## src/rtl/mem_port_arbiter.sv

```systemverilog
// Two-master arbiter for one memory-peripheral port: round-robin grants with a
// burst allowance, plus routing of the one-cycle registered response to its owner.
`ifndef ADDR_W
`define ADDR_W 32
`endif
`ifndef WORD_W
`define WORD_W 32
`endif
`ifndef MEM_COUNT_W
`define MEM_COUNT_W 3
`endif
`ifndef MEM_COUNT_NONE
`define MEM_COUNT_NONE 3'd0
`endif
`ifndef MEM_CODE_W
`define MEM_CODE_W 3
`endif
`ifndef MEM_CODE_READ
`define MEM_CODE_READ 3'd0
`endif
`ifndef MEM_CODE_WRITE
`define MEM_CODE_WRITE 3'd1
`endif
`ifndef MEM_CODE_MISALIGNED
`define MEM_CODE_MISALIGNED 3'd2
`endif
`ifndef MEM_CODE_INVALID
`define MEM_CODE_INVALID 3'd7
`endif

module mem_port_arbiter #(
  parameter int BURST_LEN = 1
) (
  input  logic                    clk,
  input  logic                    aresetn,
  input  logic [`ADDR_W-1:0]      i_m0_req_addr,
  input  logic [`MEM_COUNT_W-1:0] i_m0_req_count,
  input  logic                    i_m0_req_we,
  input  logic [`WORD_W-1:0]      i_m0_req_wr_data,
  input  logic [`ADDR_W-1:0]      i_m1_req_addr,
  input  logic [`MEM_COUNT_W-1:0] i_m1_req_count,
  input  logic                    i_m1_req_we,
  input  logic [`WORD_W-1:0]      i_m1_req_wr_data,
  output logic                    o_m0_grant,
  output logic                    o_m0_res_valid,
  output logic [`WORD_W-1:0]      o_m0_res_rd_data,
  output logic [`MEM_CODE_W-1:0]  o_m0_res_code,
  output logic                    o_m1_grant,
  output logic                    o_m1_res_valid,
  output logic [`WORD_W-1:0]      o_m1_res_rd_data,
  output logic [`MEM_CODE_W-1:0]  o_m1_res_code,
  output logic [`ADDR_W-1:0]      o_req_addr,
  output logic [`MEM_COUNT_W-1:0] o_req_count,
  output logic                    o_req_we,
  output logic [`WORD_W-1:0]      o_req_wr_data,
  input  logic [`WORD_W-1:0]      i_res_rd_data,
  input  logic [`MEM_CODE_W-1:0]  i_res_code
);

  localparam logic [3:0] BURST_MAX = 4'(BURST_LEN);

  logic       r_last_grant;
  logic [3:0] r_burst_cnt;
  logic       r_inflight_valid;
  logic       r_inflight_owner;

  logic w_req0;
  logic w_req1;
  logic w_gnt0;
  logic w_gnt1;
  logic w_any_gnt;

  assign w_req0 = (i_m0_req_count != `MEM_COUNT_NONE);
  assign w_req1 = (i_m1_req_count != `MEM_COUNT_NONE);

  // Under contention the previous winner keeps the port until its burst
  // allowance is used up, then the other master takes over.
  always_comb begin
    w_gnt0 = 1'b0;
    w_gnt1 = 1'b0;
    if (w_req0 && w_req1) begin
      if (r_burst_cnt < BURST_MAX) begin
        w_gnt0 = ~r_last_grant;
        w_gnt1 = r_last_grant;
      end else begin
        w_gnt0 = r_last_grant;
        w_gnt1 = ~r_last_grant;
      end
    end else begin
      w_gnt0 = w_req0;
      w_gnt1 = w_req1;
    end
  end

  assign w_any_gnt  = w_gnt0 | w_gnt1;
  assign o_m0_grant = w_gnt0;
  assign o_m1_grant = w_gnt1;

  always_comb begin
    o_req_addr    = '0;
    o_req_count   = `MEM_COUNT_NONE;
    o_req_we      = 1'b0;
    o_req_wr_data = '0;
    if (w_gnt0) begin
      o_req_addr    = i_m0_req_addr;
      o_req_count   = i_m0_req_count;
      o_req_we      = i_m0_req_we;
      o_req_wr_data = i_m0_req_wr_data;
    end else if (w_gnt1) begin
      o_req_addr    = i_m1_req_addr;
      o_req_count   = i_m1_req_count;
      o_req_we      = i_m1_req_we;
      o_req_wr_data = i_m1_req_wr_data;
    end
  end

  // Reset leaves last_grant on m1 with a spent burst so m0 wins first contention.
  always_ff @(posedge clk or negedge aresetn) begin
    if (!aresetn) begin
      r_last_grant     <= 1'b1;
      r_burst_cnt      <= BURST_MAX;
      r_inflight_valid <= 1'b0;
      r_inflight_owner <= 1'b0;
    end else if (w_any_gnt) begin
      r_inflight_valid <= 1'b1;
      r_inflight_owner <= w_gnt1;
      if (w_gnt1 == r_last_grant) begin
        if (r_burst_cnt < BURST_MAX) begin
          r_burst_cnt <= r_burst_cnt + 4'd1;
        end
      end else begin
        r_last_grant <= w_gnt1;
        r_burst_cnt  <= 4'd1;
      end
    end else begin
      r_inflight_valid <= 1'b0;
    end
  end

  assign o_m0_res_valid   = r_inflight_valid && !r_inflight_owner;
  assign o_m1_res_valid   = r_inflight_valid && r_inflight_owner;
  assign o_m0_res_rd_data = o_m0_res_valid ? i_res_rd_data : '0;
  assign o_m1_res_rd_data = o_m1_res_valid ? i_res_rd_data : '0;
  assign o_m0_res_code    = o_m0_res_valid ? i_res_code : `MEM_CODE_INVALID;
  assign o_m1_res_code    = o_m1_res_valid ? i_res_code : `MEM_CODE_INVALID;

endmodule

```

## config.mk

```make
export PLATFORM = sky130hd
export DESIGN_NAME = mem_port_arbiter
export DESIGN_NICKNAME = d
export VERILOG_FILES = /design/src/rtl/mem_port_arbiter.sv
export SDC_FILE = /design/constraint.sdc
export NUM_CORES = 1
export LEC_CHECK = 0
export ABC_AREA = 1
export CAP_MARGIN = 30
export CORE_AREA = 2 2 122 124
export CTS_BUF_LIST = sky130_fd_sc_hd__clkbuf_8 sky130_fd_sc_hd__clkbuf_16
export CTS_CLUSTER_SIZE = 14
export DETAILED_ROUTE_END_ITERATION = 10
export DIE_AREA = 0 0 124 126
export PLACE_DENSITY = 0.59
export SETUP_SLACK_MARGIN = 0.5
export SLEW_MARGIN = 10
export SYNTH_ARGS = -nofsm -noshare
export SYNTH_HDL_FRONTEND = slang
export SYNTH_SLANG_ARGS = --single-unit
```

## constraint.sdc

```tcl
create_clock -name clk -period 2.4 [get_ports clk]
set_clock_uncertainty 0.05 [all_clocks]
set_input_delay 0.48 -clock clk [delete_from_list [all_inputs] [get_ports clk]]
set_output_delay 0.48 -clock clk [all_outputs]
set_load 0.02 [all_outputs]
```

* Word-level counts from Yosys, hierarchy flattened *
Index checks and enable logic that the tools add are counted.

storage, ports and cells
  bits in registers = 7
  output and inout port bits = 142

operators by class
  add/sub/neg operators = 1
  magnitude comparators = 1
  equality and inequality tests = 2
  multiplexer cells = 19
  bitwise gates (word level) = 3
  reduce and logical (&&, ||, !) cells = 8

operators with widths
  cell                   count
  $mux W32               6
  $mux W3                4
  $mux W4                2
  $mux W1                7
  $reduce_bool A3 Y1     2
  $add A4 B1 Y4 const B  1
  $lt A4 B1 Y1 const B   1
  $reduce_and A2 Y1      2
  $logic_and A1 B1 Y1    3
  $ne A2 B1 Y1 const B   1
  $not A1 Y1             2
  $eq A1 B1 Y1           1
  $logic_not A1 Y1       1
  $or A1 B1 Y1           1

* Depth between registers and ports, before layout *
Gate-level depths: netlist (run 1).

  word-level depth = 6
  gate-level depth with buffers = 11

* Worst setup path after synthesis (run 1) *
Ideal clock, no wire load.

  path kind = register to output
  from = register r_burst_cnt[0]
  to = output o_req_addr[0]
  arrival = 1687 ps
  path slack = 183 ps
  stages on the path, launching flop included = 12
  path buffers = 2
  cell sequence = dfstp_2 -> inv_1 -> ha_1 -> nand2_2 -> nand2_2 -> nand2_1 -> nand2_1 -> nand2_2 -> inv_2 -> buf_6 -> buf_4 -> a22o_1

on the way
  word-level cells in the longest chain between the ends = 5
  elaborated cells between the ends (all ways) = 7

RTL lines
  what                      line  RTL
  start: declaration        63    logic [3:0] r_burst_cnt;
  start signal: assignment  129   r_burst_cnt <= r_burst_cnt + 4'd1;
  $lt A4 B1 Y1 (*)          82    if (r_burst_cnt < BURST_MAX) begin
  $mux W1                   82
  $mux W1                   81    if (w_req0 && w_req1) begin
  $mux W32                  109   end else if (w_gnt1) begin
  $mux W32 (*)              104   if (w_gnt0) begin
  end: declaration          52    output logic [`ADDR_W-1:0] o_req_addr,

Every way passes the cells marked *; elsewhere a longest branch is shown, timed or not.

* Worst setup path in the final report (run 1) *
  from = register r_burst_cnt[0]
  to = output o_req_addr[5]

Same word-level chain as after synthesis.

==> results of run 1 <==
-- worst max-delay path: cells and delay by family, from the launching register on --
kind	cells	cell delay (ns)
buffers and inverters	5	0.51
AOI/OAI and AO/OA	1	0.21
DFF	1	0.53
and+or+nand+nor	5	0.35
adders and majority gates	1	0.17
-- how the worst min path moves through the flow --
| stage | start | endpoint | slack, ns | depth (start not counted) |
|---|---|---|---|---|
| after CTS | aresetn | r_inflight_valid | 0.47 | 1 |
| final | aresetn | r_inflight_valid | 0.46 | 1 |
| after floorplan | aresetn | r_burst_cnt[1] | 0.13 | 0 |
| after global routing | aresetn | r_inflight_owner | 0.50 | 1 |
| after detailed placement | r_burst_cnt[3] | r_burst_cnt[3] | 0.49 | 1 |
| after global placement | r_burst_cnt[3] | r_burst_cnt[3] | 0.49 | 1 |
-- sequential cells by signal, summed over array words and instances (netlist names) --
register / cells
r_burst_cnt: 4
r_inflight_valid: 1
r_inflight_owner: 1
r_last_grant: 1
-- synth_stat cells, drive strengths merged --
library cell  instances  share of area, %
ha                    2               1.6
dfstp                 2               3.4
dfrtp                 5               8.0
nand2                25               7.0
inv                  50                12
nand3                 9               3.2
buf                  14               7.6
a21boi                1              0.48
nand4                 2              0.80
o21ai                 2              0.64
nor2                 65                16
xor2                  1              0.56
a22o                 65                36
clkbuf                6               1.4
o22ai                 3               1.2
-- cell families (layout without fill, tap and decap cells) --
kind of cell             after synthesis  after routing  synth area share, %
adder cells (fa/ha/maj)                2              2                 1.60
AO/OA/AOI/OAI                         71             71                 38.7
flip-flops                             7              7                 11.4
XOR/XNOR                               1              1                0.560
AND/OR/NAND/NOR                      101            101                 26.7
buffers and inverters                 70            428                 21.0
-- per-layer routing --
layer	up-vias	wire (um)
met2	117	7260
met3	6	778
met4	0	63
met5	-	0
met1	1552	5610
li1	1566	-
-- report_power, final --
group | switching [uW] | total, uW | internal, uW
clock network | 61.1 | 278 | 216
logic | 4060 | 8460 | 4400
registers | 38.2 | 215 | 177
total | 4160 | 8950 | 4800
-- area by class of cell --
cell class | instances | area, um2 | area share (%)
well taps | 184 | 230 | 3.85
multi-input cells | 175 | 1560 | 26.1
flip-flops and latches | 7 | 178 | 2.97
clock buffers | 3 | 75.1 | 1.26
clock inverters | 1 | 3.75 | 0.0628
inverters | 50 | 203 | 3.39
repair buffers | 374 | 3730 | 62.4
-- metrics by stage --
step	worst slack (ns)	area, um2	std cells	hold WS [ns]
final	-0.137	5970	794	0.465
after global placement	-0.606	5410	755	0.486
after global routing	-0.200	5970	794	0.502
after floorplan	0.256	1960	252	0.134
after detailed placement	-0.621	5410	755	0.491
after CTS	-0.191	5980	789	0.473
-- repair_timing --
action | 4_1_cts | 5_1_grt
pin swaps | 3 | 3
hold buffers | 0 | 0
buffers inserted | 22 | 2
gates resized for setup | 640 | 101
endpoints found under the setup margin | 142 | 126
gates cloned | 8 | 3
==> reports/qor.yml, run 1 <==
run_status: "finished, violations left"
violations: "setup timing"
grt.met1_usage_pct: 20.1
critical-path-top-cell-by-count: "sky130_fd_sc_hd__nand2_4"
tritoncts: "yes"
globalRouteTotalUtil_pct: 16.2
gp_congestion: 0.899
grt.met2_usage_pct: 29.4
pleak_uw: 0.00299
cts_max_path_buffers: 2
critPathMaxFanout: 8
timing.critical_path.arrival_ns: 2.01
vdd_drop_max_mv: 0.704
layout.filler_cells: 1414
crit-reg2reg-capture: "r_burst_cnt[2]"
die_width_um: 124
pin_count: 315
first_global_vias: 3427
globalRouteMet3Util_pct: 3.99
drt_first_pass_iters: 4
grt.overflow.total: 0
cts_max_level: 1
synthesis.nets: 427
drt-initial-drc-count: 154
ys_seq_area_share_pct: 11.4
fin_total_pwr_uw: 8950
clock-root-buffer: "sky130_fd_sc_hd__clkbuf_16"
crit_chain: "inv_2 -> ha_4 -> nand2_4 -> nand2_4 -> nand2_2 -> nand2_2 -> nand2_4 -> inv_8 -> buf_6 -> clkbuf_16 -> a22o_4 -> buf_6"
final-max-slew-violation-count: 0
remaining_max_slew_budget_at_the_tightest_pin_pct: 78.5
route.antenna.remaining_nets: 0
post_synth_inst_count: 252
placement.io_buffers: 314
netlist_area_um2: 1560
core.rowCount: 44
worstSetupEndpointType: "output port"
antenna_violations_before_repair: 0
synth.distinct_cells: 22
most_common_cell_after_layout_fill_and_taps_aside: "sky130_fd_sc_hd__clkdlybuf4s50_1"
tightestPinTransition_ns: 0.322
count_of_final_hold_check_violations: 0
start_util_pct: 10.9
wl_mm: 13.7
clkLatencyLatePin_ns: 0.23
area_enclosed_by_the_die_boundary_um2: 15600
ys_ff_latch: 7
grt_first_pass_wirelength_mm: 19.4
post-route-period-util_pct: 106
dp_hpwl_mm: 10.5
power_density_nw_per_um2: 1500
routed-via-count: 3241
maximum_number_of_pins_on_one_net_before_global_route_repair: 34
clock_input_transition_at_the_sequential_cells_of_the_worst_setup_and_hold_paths_ns: 0.04
fp.dieH_um: 126
cts_buffers: 3
via_per_inst: 4.08
reg2reg_from: "r_burst_cnt[0]"
gr-max-usage-layer: "met2"
fmaxAchievable_mhz: 394
setup_viol_count_final: 64
regToRegSetupSlack_ns: 0.61
critical_path.endpoint: "o_req_addr[5]"
num_antenna_cells: 0
worst_hold_path_type: "input port to asynchronous set/reset pin"
synth.yosys.warnings: 0
timing.critical_path.required_ns: 1.87
critPathLaunchType: "flip-flop"
setup_total_negative_slack_ns: -5.92
cts_num_sinks: 7
routedWlPerCell_um: 17.3
postLayoutSetupSlackWorst_ns: -0.137
fraction_of_final_layout_cells_sized_beyond_drive_strength_1_pct: 45.7
r2r.worst_path.cells: 11
maxCapViolCount: 0
area_delta_synth_final_pct: 282
category_of_the_most_critical_setup_path: "flip-flop to output port"
core_region_area_um2: 14300
syn-mean-instance-area_um2: 6.21
timing.final.crit_period_ns: 2.54
post_route_utilization_pct: 41.7
drcViolationCount: 0
crit_path_max_incr_delay_ns: 0.53
timing.critical_path.from: "r_burst_cnt[0]"
layout.cells.most_common_list: "sky130_fd_sc_hd__clkdlybuf4s50_1 (166), sky130_fd_sc_hd__buf_6 (77), sky130_fd_sc_hd__buf_2 (69)"
rsz0062_at_grt: "yes"
final_net_count: 786
cpMaxStageDelayCell: "sky130_fd_sc_hd__dfstp_2"
Power figures use the tool's default switching activity.
==> inputs of run 2 (changes only) <==
==> constraint.sdc (replaced) <==
create_clock -name clk -period 2.8 [get_ports clk]
set_clock_uncertainty 0.05 [all_clocks]
set_input_delay 0.56 -clock clk [delete_from_list [all_inputs] [get_ports clk]]
set_output_delay 0.56 -clock clk [all_outputs]
set_load 0.02 [all_outputs]
==> run 2 against run 1 <==
The run now ends clean. Die area unchanged. Sequential cell count unchanged. First-iteration DRC count shrank 48%. Combinational power shrank 35%. Clock power down 16%. Sequential share of layout area grew 0.44 points. Global-route usage fell by 2.4 points. Non-clock buffer count is 32 lower.
==> reports/qor.yml, run 2 (same netlist as run 1, synthesis figures left out) <==
routed-via-count: 3038
final_net_count: 754
clock-root-buffer: "sky130_fd_sc_hd__clkbuf_16"
cts_max_level: 1
globalRouteTotalUtil_pct: 13.7
power_density_nw_per_um2: 1140
final-max-slew-violation-count: 0
worstSetupEndpointType: "output port"
post-route-cell-area_um2: 5210
setup_total_negative_slack_ns: 0
fmaxAchievable_mhz: 395
critPathMaxFanout: 18
area_enclosed_by_the_die_boundary_um2: 15600
num_antenna_cells: 0
vdd_drop_max_mv: 0.610
setup_viol_count_final: 0
placement.io_buffers: 314
grt_first_pass_wirelength_mm: 16.8
run_status: "complete, no violations"
globalRouteMet3Util_pct: 2.45
cts_buffers: 3
crit_chain: "inv_2 -> ha_4 -> nand2_4 -> nand2_4 -> nand2_4 -> nand2_4 -> nand2_4 -> inv_8 -> buf_12 -> a22o_4 -> buf_6"
timing.critical_path.arrival_ns: 1.92
ctsHoldBuffers: 0
clkLatencyLatePin_ns: 0.22
timing.final.crit_period_ns: 2.53
clock_input_transition_at_the_sequential_cells_of_the_worst_setup_and_hold_paths_ns: 0.03
worstPathBufferInverterCount: 4
die_width_um: 124
core_region_area_um2: 14300
largest_reg_flops: 4
final-instance-count-excl-fill: 762
first_global_vias: 3072
layout.filler_cells: 1482
critical-path-top-delay-family: "flip-flops"
pleak_uw: 0.00270
routedWlPerCell_um: 15.8
tightestPinTransition_ns: 0.306
drcViolationCount: 0
most_common_cell_after_layout_fill_and_taps_aside: "sky130_fd_sc_hd__clkdlybuf4s50_1"
tritoncts: "yes"
largest_register: "r_burst_cnt"
post-place-cells: 745
cts_max_path_buffers: 2
critPathLaunchType: "flip-flop"
area_delta_synth_final_pct: 233
fraction_of_final_layout_cells_sized_beyond_drive_strength_1_pct: 22.5
maxCapViolCount: 0
cts_num_sinks: 7
gr-max-usage-layer: "met2"
via_per_inst: 3.99
category_of_the_most_critical_setup_path: "flip-flop to output port"
hold_ws_ns: 0.465
dp_hpwl_mm: 9.54
critical-path-top-cell-by-count: "sky130_fd_sc_hd__nand2_4"
wl_mm: 12.1
maximum_number_of_pins_on_one_net_before_global_route_repair: 34
route.antenna.remaining_nets: 0
rsz0062_at_grt: "yes"
grt.overflow.total: 0
fin_total_pwr_uw: 5910
placed_area_um2: 4930
start_util_pct: 10.9
remaining_max_slew_budget_at_the_tightest_pin_pct: 79.5
antenna_violations_before_repair: 0
pin_count: 315
cpMaxStageDelayCell: "sky130_fd_sc_hd__dfstp_2"
grt.met2_usage_pct: 26.8
crit_path_max_incr_delay_ns: 0.53
count_of_final_hold_check_violations: 0
fp.dieH_um: 126
layout.cells.most_common_list: "sky130_fd_sc_hd__clkdlybuf4s50_1 (167), sky130_fd_sc_hd__dlygate4sd2_1 (75), sky130_fd_sc_hd__nor2_1 (64)"
post-route-period-util_pct: 90.5
gp_congestion: 0.875
core.rowCount: 44
worst_hold_path_type: "flip-flop to flip-flop"
drt-initial-drc-count: 80
timing.critical_path.required_ns: 2.19
drt_first_pass_iters: 4
grt.met1_usage_pct: 15.7
run 2: repair_timing:
| item | 4_1_cts | 5_1_grt |
|---|---|---|
| hold endpoints to repair | 0 | 0 |
| pin swaps | 10 | 4 |
| gates cloned | 4 | 1 |
| resized for setup | 466 | 19 |
| setup buffers | 7 | 1 |
| setup endpoints to repair | 141 | 71 |
run 2: layout make-up:
type                       count  area [um2]  share of cell area, %
timing repair buffer         342        3330                   63.9
multi-input combinational    175        1190                   22.8
tap                          184         230                   4.42
inverter                      50         203                   3.89
sequential                     7         178                   3.41
clock buffer                   3        75.1                   1.44
clock inverter                 1        3.75                 0.0721
run 2: stage by stage:
| stage | worst slack [ns] | utilization (%) |
|---|---|---|
| 6_report | 0.266 | 36.4 |
| 5_1_grt | 0.194 | 36.4 |
| 4_1_cts | 0.256 | 35.6 |
| 3_5_place_dp | -0.352 | 34.4 |
| 3_3_place_gp | -0.337 | 34.4 |
| 2_1_floorplan | 0.503 | - |
run 2: final timing paths:
check,start,endpoint,slack (ns),depth (start not counted)
worst max-delay path,r_burst_cnt[0],o_req_wr_data[13],0.27,11
worst min register to register,r_burst_cnt[1],r_burst_cnt[1],0.46,2
worst max register to register,r_burst_cnt[0],r_burst_cnt[2],0.90,12
worst min-delay path,r_burst_cnt[1],r_burst_cnt[1],0.46,2
max in group asynchronous,aresetn,r_burst_cnt[0],1.88,1
min in group asynchronous,aresetn,r_inflight_owner,0.54,1
run 2: per-layer routing:
metal,part of all wire [%],vias to the layer above
met5,0,-
met2,54,139
li1,-,1500
met1,38,1391
met4,0.77,0
met3,7.7,8
run 2: power breakdown:
group	total, uW	internal (uW)	switching, uW
clock network	233	185	48.0
registers	182	152	30.2
logic	5500	2530	2970
run 2: tightest hold or removal path, delay by kind of cell, from the launching register on:
family	cells	cell delay [ns]
flip-flops	1	0.36
AND/OR/NAND/NOR	2	0.11
